**config.mk**
```make
export PLATFORM = sky130hd
export DESIGN_NAME = cobra_run_ctrl
export DESIGN_NICKNAME = d
export VERILOG_FILES = /design/src/rtl/cobra_ctrl_pkg.sv /design/src/rtl/cobra_edge_det.sv /design/src/rtl/cobra_run_ctrl.sv
export SDC_FILE = /design/constraint.sdc
export NUM_CORES = 1
export LEC_CHECK = 0
export BUFFER_PORTS_ARGS = -buffer_cell sky130_fd_sc_hd__buf_2
export CAP_MARGIN = 25
export CORE_ASPECT_RATIO = 1.1
export CORE_MARGIN = 1.5
export CORE_UTILIZATION = 43
export CTS_CLUSTER_SIZE = 30
export DETAILED_ROUTE_END_ITERATION = 8
export PLACE_DENSITY = 0.72
export SETUP_SLACK_MARGIN = 0.5
export SLEW_MARGIN = 20
export SYNTH_ARGS = -nofsm -noshare
export SYNTH_HDL_FRONTEND = slang
export SYNTH_SLANG_ARGS = --single-unit
```
**constraint.sdc**
```tcl
create_clock -name clk_i -period 2 [get_ports clk_i]
set_input_delay 0 -clock clk_i [delete_from_list [all_inputs] [get_ports clk_i]]
set_output_delay 0 -clock clk_i [all_outputs]
set_load 0.02 [all_outputs]
```
**src/rtl/cobra_ctrl_pkg.sv**
```systemverilog
// Shared types and widths for the CYBERcobra run controller.
package cobra_ctrl_pkg;

  localparam int PC_W   = 32;
  localparam int ICNT_W = 32;

  // Controller state as exposed on state_o.
  typedef enum logic [1:0] {
    ST_HOLD   = 2'd0,
    ST_HALTED = 2'd1,
    ST_RUN    = 2'd2,
    ST_STEP   = 2'd3
  } run_state_t;

  localparam logic [ICNT_W-1:0] ICNT_MAX = '1;

  // Retired-instruction counter increment that sticks at all-ones.
  function automatic logic [ICNT_W-1:0] sat_inc(input logic [ICNT_W-1:0] value);
    return (value == ICNT_MAX) ? value : value + ICNT_W'(1);
  endfunction

endpackage

```
**src/rtl/cobra_edge_det.sv**
```systemverilog
// One-bit rising-edge detector for a debounced level request.
// The history flop resets to 1 so a request already held high while the
// controller comes out of reset is not mistaken for a fresh press.
module cobra_edge_det (
  input  logic clk_i,
  input  logic rst_ni,
  input  logic d_i,
  output logic edge_o
);

  logic d_q;

  // Remember last cycle's level of the request.
  always_ff @(posedge clk_i or negedge rst_ni) begin
    if (!rst_ni) begin
      d_q <= 1'b1;
    end else begin
      d_q <= d_i;
    end
  end

  assign edge_o = d_i & ~d_q;

endmodule

```
**src/rtl/cobra_run_ctrl.sv**
```systemverilog
// Run controller for the CYBERcobra core: reset hold, run/halt/single-step,
// PC breakpoint, retired-instruction counter and an optional watchdog.
// core_en_o and core_rst_o are decoded from the state register together with
// this cycle's stop conditions so a breakpointed instruction never commits.
module cobra_run_ctrl
  import cobra_ctrl_pkg::*;
#(
  parameter int unsigned RST_HOLD    = 4,
  parameter int unsigned AUTORUN     = 0,
  parameter int unsigned CYCLE_LIMIT = 0
) (
  input  logic             clk_i,
  input  logic             rst_i,
  input  logic             run_i,
  input  logic             halt_i,
  input  logic             step_i,
  input  logic             bp_en_i,
  input  logic [PC_W-1:0]  bp_addr_i,
  input  logic [PC_W-1:0]  pc_i,
  output logic             core_rst_o,
  output logic             core_en_o,
  output logic [1:0]       state_o,
  output logic             halted_o,
  output logic             bp_hit_o,
  output logic             wdt_o,
  output logic [ICNT_W-1:0] icount_o
);

  localparam logic [7:0]        HOLD_LAST  = 8'(RST_HOLD - 1);
  localparam run_state_t        AUTO_STATE = (AUTORUN != 0) ? ST_RUN : ST_HALTED;
  localparam logic              WDT_ON     = (CYCLE_LIMIT != 0);
  localparam logic [ICNT_W-1:0] WDT_LIMIT  = ICNT_W'(CYCLE_LIMIT);

  logic [1:0]        rst_sync_q;
  logic              rst_n_sync;
  logic              run_edge;
  logic              halt_edge;
  logic              step_edge;
  logic              bp_match;
  logic              wdt_match;
  logic              stop;
  run_state_t        state_q;
  logic [7:0]        hold_cnt_q;
  logic              bp_skip_q;
  logic              bp_hit_q;
  logic              wdt_q;
  logic [ICNT_W-1:0] icount_q;

  // Assert reset immediately, release it two clocks after rst_i rises.
  always_ff @(posedge clk_i or negedge rst_i) begin
    if (!rst_i) begin
      rst_sync_q <= 2'b00;
    end else begin
      rst_sync_q <= {rst_sync_q[0], 1'b1};
    end
  end

  assign rst_n_sync = rst_sync_q[1];

  cobra_edge_det u_run_edge (
    .clk_i  (clk_i),
    .rst_ni (rst_n_sync),
    .d_i    (run_i),
    .edge_o (run_edge)
  );

  cobra_edge_det u_halt_edge (
    .clk_i  (clk_i),
    .rst_ni (rst_n_sync),
    .d_i    (halt_i),
    .edge_o (halt_edge)
  );

  cobra_edge_det u_step_edge (
    .clk_i  (clk_i),
    .rst_ni (rst_n_sync),
    .d_i    (step_i),
    .edge_o (step_edge)
  );

  // bp_skip masks the watchdog as well as the breakpoint: after a watchdog
  // halt the count stays at or above the limit, so the first instruction of
  // a resumed run must be let through before the limit can bite again.
  assign bp_match  = bp_en_i & (pc_i == bp_addr_i) & ~bp_skip_q;
  assign wdt_match = WDT_ON & (icount_q >= WDT_LIMIT) & ~bp_skip_q;
  assign stop      = halt_edge | bp_match | wdt_match;

  assign core_rst_o = (state_q == ST_HOLD);
  assign core_en_o  = ((state_q == ST_RUN) & ~stop) | (state_q == ST_STEP);
  assign halted_o   = (state_q == ST_HALTED);
  assign state_o    = state_q;
  assign bp_hit_o   = bp_hit_q;
  assign wdt_o      = wdt_q;
  assign icount_o   = icount_q;

  // Controller FSM with reset-hold counter, sticky halt flags and resume skip.
  always_ff @(posedge clk_i or negedge rst_n_sync) begin
    if (!rst_n_sync) begin
      state_q    <= ST_HOLD;
      hold_cnt_q <= '0;
      bp_skip_q  <= 1'b0;
      bp_hit_q   <= 1'b0;
      wdt_q      <= 1'b0;
    end else begin
      if (core_en_o) begin
        bp_skip_q <= 1'b0;
      end
      case (state_q)
        ST_HOLD: begin
          if (hold_cnt_q == HOLD_LAST) begin
            state_q <= AUTO_STATE;
          end else begin
            hold_cnt_q <= hold_cnt_q + 8'd1;
          end
        end
        ST_HALTED: begin
          if (!halt_edge && (step_edge || run_edge)) begin
            state_q   <= step_edge ? ST_STEP : ST_RUN;
            bp_hit_q  <= 1'b0;
            wdt_q     <= 1'b0;
            bp_skip_q <= 1'b1;
          end
        end
        ST_RUN: begin
          if (bp_match) begin
            bp_hit_q <= 1'b1;
          end
          if (wdt_match) begin
            wdt_q <= 1'b1;
          end
          if (stop) begin
            state_q <= ST_HALTED;
          end
        end
        ST_STEP: begin
          state_q <= ST_HALTED;
        end
        default: begin
          state_q <= ST_HOLD;
        end
      endcase
    end
  end

  // Count every committed instruction, saturating at all-ones.
  always_ff @(posedge clk_i or negedge rst_n_sync) begin
    if (!rst_n_sync) begin
      icount_q <= '0;
    end else if (core_en_o) begin
      icount_q <= sat_inc(icount_q);
    end
  end

endmodule

```
# Word-level counts from Yosys, hierarchy flattened
# Cells that the tools add are included.
[totals]
out_inout_bits = 39
ff_bits = 49
elab_cells = 56
[op_classes]
bitwise = 15
reduce_logical = 9
mux = 11
eq_ne = 10
add_sub_neg = 2
[ops]
columns = ["operator", "n"]
rows = [
  ["$add A32 B1 Y32 const B", 1],
  ["$eq A32 B32 Y1", 1],
  ["$eq A32 B32 Y1 const B", 1],
  ["$add A8 B1 Y8 const B", 1],
  ["$eq A8 B2 Y1 const B", 1],
  ["$pmux W2 S4", 1],
  ["$not A1 Y1", 7],
  ["$and A1 B1 Y1", 6],
  ["$mux W1", 6],
  ["$mux W2", 3],
  ["$reduce_and A3 Y1", 2],
  ["$eq A2 B2 Y1 const B", 2],
  ["$ne A2 B1 Y1 const B", 2],
  ["$ne A2 B2 Y1 const B", 2],
  ["$reduce_and A2 Y1", 2],
  ["$eq A2 B1 Y1 const B", 1],
  ["$logic_not A2 Y1", 1],
  ["$or A1 B1 Y1", 2],
  ["$pmux W1 S2", 1],
  ["$reduce_bool A2 Y1", 1],
  ["$logic_and A1 B1 Y1", 1],
  ["$logic_not A1 Y1", 1],
  ["$logic_or A1 B1 Y1", 1],
]

# Depth between registers and ports, before layout
[depth]
depth_word = 10
mapped_depth = 8

# Cells and area by module
# A second synthesis with hierarchy kept.
[hier_totals]
cells_unflattened = 285
hier_area_um2 = 2813.9
[modules_own_cells]
columns = ["mod", "n_inst", "area_per_inst_um2", "cells_per_inst"]
rows = [
  ["cobra_run_ctrl", 1, 2693.8, 279],
  ["cobra_edge_det", 3, 40.0, 2],
]

# Worst setup path after synthesis
# No wires, ideal clock.
[synth_timing]
kind = "register to register"
start = "register icount_q[0], in the netlist icount_o[0]"
end = "register icount_q[1], in the netlist icount_o[1]"
path_stages_with_launch = 8
setup_slack_ns = -0.155
setup_ns = 0.125
arrival_time_ns = 2.030
n_path_buf = 0
synth_period_minus_slack_ns = 2.155
cell_sequence = "dfrtp_1 -> ha_1 -> nand4_1 -> nor4_1 -> nand2_1 -> and2_1 -> o21a_1 -> mux2_2"
[synth_between]
elab_chain_cells = 3
[synth_rtl]
columns = ["element", "line", "text"]
rows = [
  ["from (decl)", "cobra_run_ctrl.sv:47", "logic [ICNT_W-1:0] icount_q;"],
  ["from (signal assigned)", "cobra_run_ctrl.sv:150", "icount_q <= sat_inc(icount_q);"],
  ["branches (longest 3 deep; another with $add A32 B1 Y32)", "n/a", ""],
]
# Several ways; the timed one is not identified.
# A chain may end at the register's enable or synchronous reset.

# Worst setup path after layout
[layout_timing]
start = "register icount_q[13], in the netlist icount_o[13]"
end = "register icount_q[31], in the netlist icount_o[31]"
# The elaborated chain is that of the path after synthesis.

==> out/qor.csv <==
metric;value;unit
outcome;finished, violations left;
violations;setup timing;
async_flop_share;1.000;
power;0.003348;W
wl_met1;3.522;mm
portBuffers;107;
antenna_found_initial;0;
synthAdderAreaFrac;0.008917;
yosysUniqueCellTypes;45;
viasPerCell;5.422;
post-dp-hpwl;5.614;mm
place_congestion;0.8371;
drtIter0Drc;213;
synthesis.nets;346;
whs;0.1494;ns
grt_overflow_total;0;
synth_area;0.002806;mm²
fillers;390;
cts_buffer_depth;2;
yosysWarnings;0;
finalSetupViolCount;12;
cp.required;2.19;ns
crit_fanout;3;
synth_mux_area_frac;0.01204;
synth-xor-area-share;0.2153;
dr.max_layer_used;met4;
p_leak;2.435;nW
min_period;2.106;ns
cts_sinks;49;
wl_per_cell;17.36;µm
firstDrtPassIters;4;
n_antenna_cell;0;
hold_class;input port to flip-flop;
ff_latch_area;0.001251;mm²
ys_seq_area_frac;0.4383;
clock_skew;0.01048;ns
clkTransAtPathRegs;0.10;ns
fmax;0.4749;GHz
cp-start-kind;flip-flop;
die_h;87.73;µm
route.met2.wl;5.413;mm
finalHoldViolCount;0;
drive_above_1_share;0.6242;
rsz0062_at_grt;true;
drtAntennaViolNets;0;
clock_tree.root_cell;clkbuf_8;
htree_levels;2;
fp.dieW;80.03;µm
ys.flop_type;dfrtp_1;
wirelength;9.845;mm
die-area;0.007021;mm²
grt_first_pass_wirelength;14.20;mm
synth_top_family_by_area;simple AND/OR/NAND/NOR gates;
ys_seq_elements;49;
grt_pass1_vias;3117;
finalMaxSlewViolations;0;
post-place-cells;495;
setup_slack;-0.1055;ns
cts_buffers;5;
fin_nets;558;
syn_avg_cell_area;10.24;µm²
synthCells;274;
synth-simple-area-share;0.2465;
synth_compound_area_frac;0.05439;
cts_tree;yes;
fin_util;0.7876;
start_util;0.4504;
synth_edf_count;0;
area_growth;74.86;%
route.met3.wl;538;µm
final_cells;567;
worstMarginPinSlew;0.8484;ns
grt_max_degree;40;
ir_drop;0.6967;mV
core;0.006231;mm²
path_class;flip-flop to flip-flop;
cellPowerDensity;682.2;mW/mm²
multiInputGateArea;0.001978;mm²
relSlewSlack;0.4344;
grt_usage;0.2616;
cp.arrival;2.30;ns
setup.worst_path.end_class;flip-flop;
rows;30;
clock_latency;0.31;ns
num_io_pins;109;
vias;3074;
drv_cap;0;
post-route-period-util;1.053;
drc;0;
==> Yosys cell counts (2+ instances only) <==
| cell | count | area, µm² |
|---|---|---|
| or4_1 | 2 | 15.01 |
| nand4_1 | 23 | 143.9 |
| o21ai_0 | 2 | 10.01 |
| dfrtp_1 | 46 | 1151 |
| or2_2 | 2 | 12.51 |
| or3_1 | 2 | 12.51 |
| nor2_2 | 2 | 12.51 |
| nor2_1 | 9 | 33.78 |
| nand2b_1 | 2 | 12.51 |
| xnor2_1 | 15 | 131.4 |
| nand3_1 | 12 | 60.06 |
| o211ai_1 | 4 | 30.03 |
| and3_1 | 6 | 37.54 |
| nor3_1 | 19 | 95.09 |
| mux2_2 | 3 | 33.78 |
| dfstp_2 | 3 | 78.83 |
| clkbuf_1 | 3 | 11.26 |
| conb_1 | 2 | 7.510 |
| nor4b_1 | 3 | 26.28 |
| nor4_1 | 13 | 81.33 |
| o21a_1 | 2 | 15.01 |
| xor2_1 | 54 | 473.0 |
| and2_1 | 2 | 12.51 |
| buf_2 | 4 | 20.02 |
| ha_1 | 2 | 25.02 |
| inv_1 | 6 | 22.52 |
| nand2_1 | 13 | 48.80 |
==> layout make-up <==
| class | instances | share of cell area |
|---|---|---|
| clock buffer | 6 | 0.01683 |
| inverter | 6 | 0.004589 |
| timing repair buffer | 212 | 0.2973 |
| tap | 80 | 0.02040 |
| clock inverter | 2 | 0.002805 |
| sequential | 49 | 0.2550 |
| multi-input combinational | 212 | 0.4031 |
==> kinds of logic (layout without fill, tap and decap cells) <==
kind of cell,Yosys count,in the layout
AO/OA/AOI/OAI,16,17
other,2,2
AND/OR/NAND/NOR,119,119
multiplexers,3,3
adder cells (fa/ha/maj),2,2
buffers and inverters,14,226
flip-flops,49,49
XOR/XNOR,69,69
==> registers in the layout, indices dropped and copies added (netlist names) <==
| signal | cells |
|---|---|
| icount_o | 32 |
| hold_cnt_q | 8 |
| rst_sync_q | 2 |
| state_o | 2 |
| bp_hit_o | 1 |
| bp_skip_q | 1 |
| u_halt_edge.d_q | 1 |
| u_run_edge.d_q | 1 |
| u_step_edge.d_q | 1 |
==> worst paths after layout <==
check,startpoint,endpoint,slack (ns),cells after the start
setup / recovery,icount_o[13],icount_o[31],-0.11,8
hold / removal,halt_i,bp_skip_q,0.15,4
setup reg to reg,icount_o[13],icount_o[31],-0.11,8
hold reg to reg,rst_sync_q[0],rst_sync_q[1],0.35,0
max in group asynchronous,rst_i,rst_sync_q[1],0.81,4
min in group asynchronous,rst_sync_q[1],icount_o[23],0.38,0
==> report_power, final <==
part	switching [W]	total [W]	internal (W)
combinational	0.000693	0.00136	0.000668
sequential	0.000205	0.00135	0.00115
clock	0.000355	0.000636	0.000281
==> cell usage in the layout, fill, tap and decap left out, types with 5 or more instances in the layout <==
cell / instances
xor2_1: 54
buf_4: 71
buf_2: 106
xnor2_1: 15
dlygate4sd3_1: 6
nand3_1: 7
nor4_1: 7
buf_6: 28
clkbuf_8: 6
inv_1: 5
nor3_4: 6
nor3_2: 11
dfrtp_1: 29
dfrtp_2: 17
nand4_1: 23
nand2_1: 8
==> metal layers <==
metal | track usage | vias up
met4 | 0.08777 | 0
met1 | 0.2688 | 1493
met3 | 0.04688 | 37
met5 | 0 | -
met2 | 0.5233 | 130
li1 | - | 1414
==> worst max-delay path, cell delays in order (launching register included) <==
cell and delay (ns):
dfrtp_2 0.39, buf_6 0.10, nand4_1 0.15, buf_6 0.18
nor4_4 0.27, buf_4 0.19, nand4_1 0.14, nor4_2 0.19
mux2_2 0.38
==> what timing repair did <==
action | 4_1_cts | 5_1_grt
cloned | 1 | 0
gates resized for setup | 62 | 33
buffers inserted | 35 | 22
endpoints found under the setup margin | 35 | 40
hold endpoints to repair | 6 | 0
hold buffers | 6 | 0
pin swaps | 43 | 41
==> per-stage QoR <==
| step | setup TNS, ns | setup slack [ns] | cell area, µm² |
|---|---|---|---|
| floorplan | -0.03431 | -0.02178 | 2943 |
| global placement | 0 | 0.01441 | 3864 |
| detailed placement | -0.1357 | -0.04113 | 3864 |
| CTS | -0.01386 | -0.01386 | 4587 |
| global route | -1.674 | -0.1524 | 4907 |
| finish | -0.4563 | -0.1055 | 4907 |
No activity file was read; power rests on OpenSTA's default activity.
